### config.mk
export PLATFORM = sky130hd
export DESIGN_NAME = fetch_sequencer
export DESIGN_NICKNAME = d
export VERILOG_FILES = /design/src/rtl/fetch_sequencer_pkg.sv /design/src/rtl/fetch_sequencer_program_counter.sv /design/src/rtl/fetch_sequencer.sv
export SDC_FILE = /design/constraint.sdc
export NUM_CORES = 1
export LEC_CHECK = 0
export ABC_AREA = 0
export CORE_MARGIN = 1
export CORE_UTILIZATION = 44
export CTS_CLUSTER_SIZE = 20
export DETAILED_ROUTE_END_ITERATION = 16
export PLACE_DENSITY_LB_ADDON = 0.25
export SLEW_MARGIN = 15
export SYNTH_ARGS = -nofsm -noshare
export SYNTH_HDL_FRONTEND = slang
export SYNTH_SLANG_ARGS = --single-unit
### constraint.sdc
create_clock -name clk -period 2.2 [get_ports clk]
set_input_delay 0.44 -clock clk [delete_from_list [all_inputs] [get_ports clk]]
set_output_delay 0.44 -clock clk [all_outputs]
set_load 0.01 [all_outputs]
### src/rtl/fetch_sequencer_pkg.sv
// Shared widths, parameter defaults and state encodings for the instruction fetch sequencer.
package fetch_sequencer_pkg;

    localparam int DATA_BUS_WIDTH            = 8;
    localparam int INSTRUCTION_WIDTH         = 8;
    localparam int DEFAULT_ADDRESS_BUS_WIDTH = 8;
    localparam int DEFAULT_MEM_TIMEOUT       = 15;
    localparam int TMO_CNT_WIDTH             = 8;

    localparam logic [2:0] ST_IDLE    = 3'd0;
    localparam logic [2:0] ST_FETCH   = 3'd1;
    localparam logic [2:0] ST_DECODE  = 3'd2;
    localparam logic [2:0] ST_EXECUTE = 3'd3;
    localparam logic [2:0] ST_HALTED  = 3'd4;
    localparam logic [2:0] ST_FAULT   = 3'd5;

endpackage

### src/rtl/fetch_sequencer_program_counter.sv
// Program counter register: load has priority over increment, arithmetic wraps modulo 2^W.
module fetch_sequencer_program_counter #(
    parameter int                           ADDRESS_BUS_WIDTH = 8,
    parameter logic [ADDRESS_BUS_WIDTH-1:0] RESET_PC          = {ADDRESS_BUS_WIDTH{1'b0}}
) (
    input  logic                         clk,
    input  logic                         rst_n,
    input  logic                         inc,
    input  logic                         load,
    input  logic [ADDRESS_BUS_WIDTH-1:0] load_value,
    output logic [ADDRESS_BUS_WIDTH-1:0] pc_o
);

    logic [ADDRESS_BUS_WIDTH-1:0] pc_q;
    logic [ADDRESS_BUS_WIDTH-1:0] pc_d;

    // Next pc selection
    always_comb begin
        pc_d = pc_q;
        if (load) begin
            pc_d = load_value;
        end else if (inc) begin
            pc_d = pc_q + {{(ADDRESS_BUS_WIDTH-1){1'b0}}, 1'b1};
        end else begin
            pc_d = pc_q;
        end
    end

    // pc register with synchronous reset
    always_ff @(posedge clk) begin
        if (!rst_n) begin
            pc_q <= RESET_PC;
        end else begin
            pc_q <= pc_d;
        end
    end

    assign pc_o = pc_q;

endmodule

### src/rtl/fetch_sequencer.sv
// Fetch/decode/execute control FSM: drives the memory read handshake, the IR load enable,
// the execute start/done handshake and owns the program counter.
module fetch_sequencer
    import fetch_sequencer_pkg::*;
#(
    parameter int                           ADDRESS_BUS_WIDTH = DEFAULT_ADDRESS_BUS_WIDTH,
    parameter logic [ADDRESS_BUS_WIDTH-1:0] RESET_PC          = {ADDRESS_BUS_WIDTH{1'b0}},
    parameter int                           MEM_TIMEOUT       = DEFAULT_MEM_TIMEOUT
) (
    input  logic                         clk,
    input  logic                         rst_n,
    input  logic                         run,
    output logic                         mem_rd,
    output logic [ADDRESS_BUS_WIDTH-1:0] mem_addr,
    input  logic                         mem_ack,
    output logic                         ir_en,
    output logic                         exec_start,
    input  logic                         exec_done,
    input  logic                         branch_valid,
    input  logic [ADDRESS_BUS_WIDTH-1:0] branch_target,
    input  logic                         halt,
    output logic [ADDRESS_BUS_WIDTH-1:0] pc,
    output logic [2:0]                   state,
    output logic                         halted,
    output logic                         fault
);

    // Counter value seen in the last allowed wait cycle; one more miss means fault.
    localparam logic [TMO_CNT_WIDTH-1:0] TMO_LAST = TMO_CNT_WIDTH'(MEM_TIMEOUT - 1);

    logic [2:0]                   state_q;
    logic [2:0]                   state_d;
    logic [TMO_CNT_WIDTH-1:0]     tmo_cnt_q;
    logic [TMO_CNT_WIDTH-1:0]     tmo_cnt_d;
    logic                         exec_start_q;
    logic                         exec_start_d;
    logic                         pc_inc_s;
    logic                         pc_load_s;
    logic [ADDRESS_BUS_WIDTH-1:0] pc_s;

    // Next-state, timeout counter and pc update decisions
    always_comb begin
        state_d   = state_q;
        tmo_cnt_d = {TMO_CNT_WIDTH{1'b0}};
        pc_inc_s  = 1'b0;
        pc_load_s = 1'b0;
        case (state_q)
            ST_IDLE: begin
                if (run) begin
                    state_d = ST_FETCH;
                end else begin
                    state_d = ST_IDLE;
                end
            end
            ST_FETCH: begin
                if (mem_ack) begin
                    state_d = ST_DECODE;
                end else if (tmo_cnt_q == TMO_LAST) begin
                    state_d = ST_FAULT;
                end else begin
                    tmo_cnt_d = tmo_cnt_q + {{(TMO_CNT_WIDTH-1){1'b0}}, 1'b1};
                end
            end
            ST_DECODE: begin
                state_d = ST_EXECUTE;
            end
            ST_EXECUTE: begin
                if (exec_done) begin
                    if (halt) begin
                        state_d = ST_HALTED;
                    end else begin
                        pc_load_s = branch_valid;
                        pc_inc_s  = ~branch_valid;
                        state_d   = run ? ST_FETCH : ST_IDLE;
                    end
                end else begin
                    state_d = ST_EXECUTE;
                end
            end
            ST_HALTED: begin
                state_d = ST_HALTED;
            end
            ST_FAULT: begin
                state_d = ST_FAULT;
            end
            default: begin
                state_d = ST_IDLE;
            end
        endcase
        exec_start_d = (state_q == ST_DECODE);
    end

    // FSM, timeout counter and exec_start registers
    always_ff @(posedge clk) begin
        if (!rst_n) begin
            state_q      <= ST_IDLE;
            tmo_cnt_q    <= {TMO_CNT_WIDTH{1'b0}};
            exec_start_q <= 1'b0;
        end else begin
            state_q      <= state_d;
            tmo_cnt_q    <= tmo_cnt_d;
            exec_start_q <= exec_start_d;
        end
    end

    fetch_sequencer_program_counter #(
        .ADDRESS_BUS_WIDTH (ADDRESS_BUS_WIDTH),
        .RESET_PC          (RESET_PC)
    ) u_program_counter (
        .clk        (clk),
        .rst_n      (rst_n),
        .inc        (pc_inc_s),
        .load       (pc_load_s),
        .load_value (branch_target),
        .pc_o       (pc_s)
    );

    assign mem_rd     = (state_q == ST_FETCH);
    assign mem_addr   = mem_rd ? pc_s : {ADDRESS_BUS_WIDTH{1'b0}};
    assign ir_en      = mem_rd & mem_ack;
    assign exec_start = exec_start_q;
    assign pc         = pc_s;
    assign state      = state_q;
    assign halted     = (state_q == ST_HALTED);
    assign fault      = (state_q == ST_FAULT);

endmodule

; ---- After elaboration in Yosys (flattened, before gate mapping)
; Cells that the tools add are included.
[totals]
input_bits = 15
elab_cells = 35
reg_bits = 20
out_inout_bits = 24
[op_classes]
add_sub_neg = 2
mux = 15
bitwise_logic = 4
n_eq_ne = 7
reduce_logical = 3
[op_table]
columns = cell, count
row1 = $mux W8, 3
row2 = $pmux W3 S6, 1
row3 = $add A8 B1 Y8 const B, 2
row4 = $mux W3, 4
row5 = $eq A8 B4 Y1 const B, 1
row6 = $mux W1, 7
row7 = $eq A3 B2 Y1 const B, 2
row8 = $eq A3 B3 Y1 const B, 2
row9 = $reduce_or A4 Y1, 1
row10 = $eq A3 B1 Y1 const B, 1
row11 = $logic_not A3 Y1, 1
row12 = $ne A3 B1 Y1 const B, 1
row13 = $not A1 Y1, 3
row14 = $reduce_bool A2 Y1, 1
row15 = $and A1 B1 Y1, 1

; ---- Longest topological paths before layout
[depth]
ltp_word = 6
mapped_depth = 6
ltp_nobuf = 5

; ---- Modules after synthesis
; From an unflattened synthesis, not the netlist that was laid out.
[unflattened]
cells_unflattened = 137
area_unflattened_um2 = 1134.8
[modules_own_cells]
columns = module, area_per_inst_um2, seq_area_each_um2, instances, cells_each
row1 = fetch_sequencer, 673.1, 240.2, 1, 82
row2 = fetch_sequencer_program_counter, 461.7, 160.2, 1, 55

; ---- Worst setup path before layout
; Ideal clock, no wire load.
[synth_path]
kind = reg2out
from = register state_q[1] (netlist: state[1])
to = output port mem_addr[0]
n_path_buf = 0
slack_ns = 0.543
t_required_ns = 1.760
arrival_ns = 1.217
stages_incl_launch_ff = 4
path_cell_list = dfxtp_1 > nand2b_1 > nor2_1 > and2_1
[synth_between]
elab_chain_len = 2
[synth_lines]
columns = element, line
row1 = start: declaration, fetch_sequencer.sv:31  ; logic [2:0] state_q;
row2 = start signal: assignment, fetch_sequencer.sv:100  ; state_q <= state_d;
row3 = $eq A3 B1 Y1, fetch_sequencer.sv:118  ; assign mem_rd = (state_q == ST_FETCH);
row4 = net mem_rd, fetch_sequencer.sv:13  ; output logic mem_rd,
row5 = $mux W8, fetch_sequencer.sv:119  ; assign mem_addr = mem_rd ? pc_s : {ADDRESS_BUS_WIDTH{1'b0}};
row6 = end: declaration, fetch_sequencer.sv:14  ; output logic [ADDRESS_BUS_WIDTH-1:0] mem_addr,
; The timed path passes the listed nets, and every way through them passes these cells.

; ---- Worst setup path in the final report
[layout_path]
from = register state_q[1] (netlist: state[1])
to = output port mem_addr[4]
[layout_between]
elab_chain_len = 2
[layout_lines]
columns = element, line
row1 = $eq A3 B1 Y1, fetch_sequencer.sv:118
row2 = $mux W8, fetch_sequencer.sv:119
; Every way passes these cells.

==> impl_metrics.toml <==
[synth]
synthSimpleGateAreaFrac_pct = 29.9
synth_mux_area_share_pct = 0.928
synth_nets = 153
ys_types = 36
ys_warn_count = 0
syn_area_per_cell_sq_um = 7.99
synth_xor_area_share_pct = 4.87
yosysSeqAreaShare_pct = 37.1
synthAdderAreaFrac_pct = 3.48
synth_top_family_by_area = "simple AND/OR/NAND/NOR gates"
synth_edf_count = 0
syn-cell-area_sq_um = 1080
synth_compound_area_share_pct = 19.0
synthCells = 135
synth-async-reset-ratio_pct = 0
ys_ff_latch = 20
synthFlopType = "dfxtp_1"

[clock_network]
numCtsBuffers = 3
cts_tree = "yes"
h-tree-depth = 1
cts.sinks = 20
cts_buffer_depth = 2
clk_pin_slew_ps = 120
clk_root_buffer_cell = "clkbuf_4"
clkLatencyLatePin_ps = 300

[critical_path]
rrSetupSlack_ps = 580
critPathCaptureType = "primary output"
worst-path-stages = 5
critPathLaunchType = "register"
slowest_delay_ps = 520
cp_max_fo = 8
endpoint = "mem_addr[4]"
cp_slowest_cell = "clkdlybuf4s50_1"
worst-setup-path-type = "register to primary output"
cp-startpoint = "state[1]$_SDFFE_PN0P_"
cp_data_arrival_time_ps = 1670
worstPathCellList = "nand2b_1 > nor2_1 > buf_4 > and2_1 > clkdlybuf4s50_1"
cp_num_buf_inv = 2
r2r_cells = 5
crit_family = "buffers and inverters"
r2r_end = "u_program_counter.pc_o[0]$_SDFFE_PN0P_"
cp.required_ps = 1760
r2r_start = "state[0]$_SDFFE_PN0P_"

[place]
gp_congestion = 0.854
dp_slack_ps = 73.7
dp_hpwl_microns = 1980
dp_cells = 203
port_buffers = 38

[sta]
min_period_ps = 2110
finalSetupViolCount = 0
relSlewSlack_pct = 74.5
clock_skew_ps = 3.84
drv_slew = 0
finalWorstSetupSlack_ps = 87.5
holdWs_ps = 496
clock.fmax_mhz = 473
worst_slew_pin_slew_ps = 381
period_share_pct = 96.0
hold_viol = 0

[run]
maxCapViolCount = 0

[detailed_routing]
final_antenna_net_count = 0
viasPerCell = 5.44
drtIter0Drc = 33
wl_microns = 2670
drc = 0
routed-via-count = 1138
first_pass_iters = 4
route.detailed.wl_per_inst_microns = 12.8

[power_and_ir_drop]
p_per_area_nw_per_um2 = 475
ir_worst_vdd_mv = 0.398
total_power_uw = 757
leakage_uw = 0.000728

[floorplanning]
die_x_microns = 51.5
start_util_pct = 47.8
dieHeight_microns = 51.5
rows = 17
die-area_sq_um = 2650
coreArea_sq_um = 2250
io_pins = 39

[finish]
instances_no_fill = 209
num_antenna_cells = 0
layout-drive-gt1-share_pct = 9.94
final_cell_mix = "30 x clkdlybuf4s50_1, 19 x nor2_1, 19 x dfxtp_1"
final_common_cell = "clkdlybuf4s50_1"
fill_cells = 188
nNetsFinal = 200
multi_input_area_sq_um = 628
final_util_pct = 70.6
syn2layout_area_growth_pct = 47.6
seq_area_sq_um = 402

[grt]
antenna_found_initial = 0
first_global_vias = 976
grt.overflow.total = 0
grt_usage_pct = 20.9
grt_pass1_wl_microns = 4250
grt_max_degree = 15

[hold_path]
hold_path.class = "register to register"

[outcome]
status = "complete, no violations"
routing by layer:
metal / wire [microns] / track usage (%) / up-vias
li1: - / - / 570
met1: 1240 / 27.9 / 526
met2: 1250 / 34.2 / 38
met3: 133 / 2.92 / 4
met4: 40 / 7.66 / 0
met5: 0 / 0 / -
where the power goes:
| group | internal, uW | leakage [uW] | switching [uW] |
|---|---|---|---|
| sequential | 371 | 0.000162 | 9.06 |
| combinational | 87.0 | 0.000545 | 69.8 |
| clock | 101 | 0.0000210 | 119 |
| total | 559 | 0.000728 | 198 |
Yosys cell counts (3+ instances only):
library cell	number	share of area (%)
nand3_1	6	2.8
a31oi_1	3	1.7
nand2_1	11	3.8
clkbuf_1	3	1.0
o21ai_0	4	1.9
nand4_1	3	1.7
inv_1	6	2.1
a21oi_1	7	3.2
and2_1	9	5.2
dfxtp_1	20	37
nor2_1	19	6.6
o31ai_1	4	2.8
ha_1	3	3.5
nand2b_1	3	1.7
xor2_1	5	4.1
nor3_1	5	2.3
how the worst min path moves through the flow:
stage,startpoint,end,cells past startpoint
2_1_floorplan,tmo_cnt_q[0]$_SDFF_PP0_,tmo_cnt_q[0]$_SDFF_PP0_,1
3_3_place_gp,tmo_cnt_q[0]$_SDFF_PP0_,tmo_cnt_q[0]$_SDFF_PP0_,1
3_5_place_dp,tmo_cnt_q[0]$_SDFF_PP0_,tmo_cnt_q[0]$_SDFF_PP0_,1
4_1_cts,tmo_cnt_q[0]$_SDFF_PP0_,tmo_cnt_q[0]$_SDFF_PP0_,1
5_1_grt,tmo_cnt_q[0]$_SDFF_PP0_,tmo_cnt_q[0]$_SDFF_PP0_,1
6_report,tmo_cnt_q[0]$_SDFF_PP0_,tmo_cnt_q[0]$_SDFF_PP0_,1
timing repair:
item	in CTS	in global routing
hold buffers	0	0
endpoints found under the setup margin	0	9
gates resized for setup	0	9
buffers inserted	0	2
worst register-to-register path: stages, from the launching register on:
cell and delay (ps):
dfxtp_1 370, buf_4 160, nand2_2 70, or3_1 460
or3_1 350, a31oi_1 150
through the flow:
| step | area, sq um | setup TNS, ps |
|---|---|---|
| floorplan | 1080 | 0 |
| global placement | 1520 | 0 |
| detailed placement | 1520 | 0 |
| CTS | 1560 | 0 |
| global route | 1590 | -3.01 |
| finish | 1590 | 0 |
registers in the layout (all words and copies together) (netlist names):
name	count
exec_start	1
u_program_counter.pc_o	8
state	3
tmo_cnt_q	8
layout make-up:
| class | count | area share [%] |
|---|---|---|
| flip-flops and latches | 20 | 25.2 |
| multi-input cells | 104 | 39.5 |
| inverters | 6 | 1.42 |
| well taps | 28 | 2.20 |
| clock buffers | 4 | 2.28 |
| repair buffers | 47 | 29.4 |
logic make-up (layout without fill, tap and decap cells):
group | count (synthesis) | after routing
and+or+nand+nor | 64 | 64
AOI/OAI and AO/OA | 30 | 30
DFF | 20 | 20
buffers and inverters | 11 | 57
xor gates and xnor gates | 6 | 6
adders and majority gates | 3 | 3
muxes | 1 | 1
(Power assumes the default switching activity.)
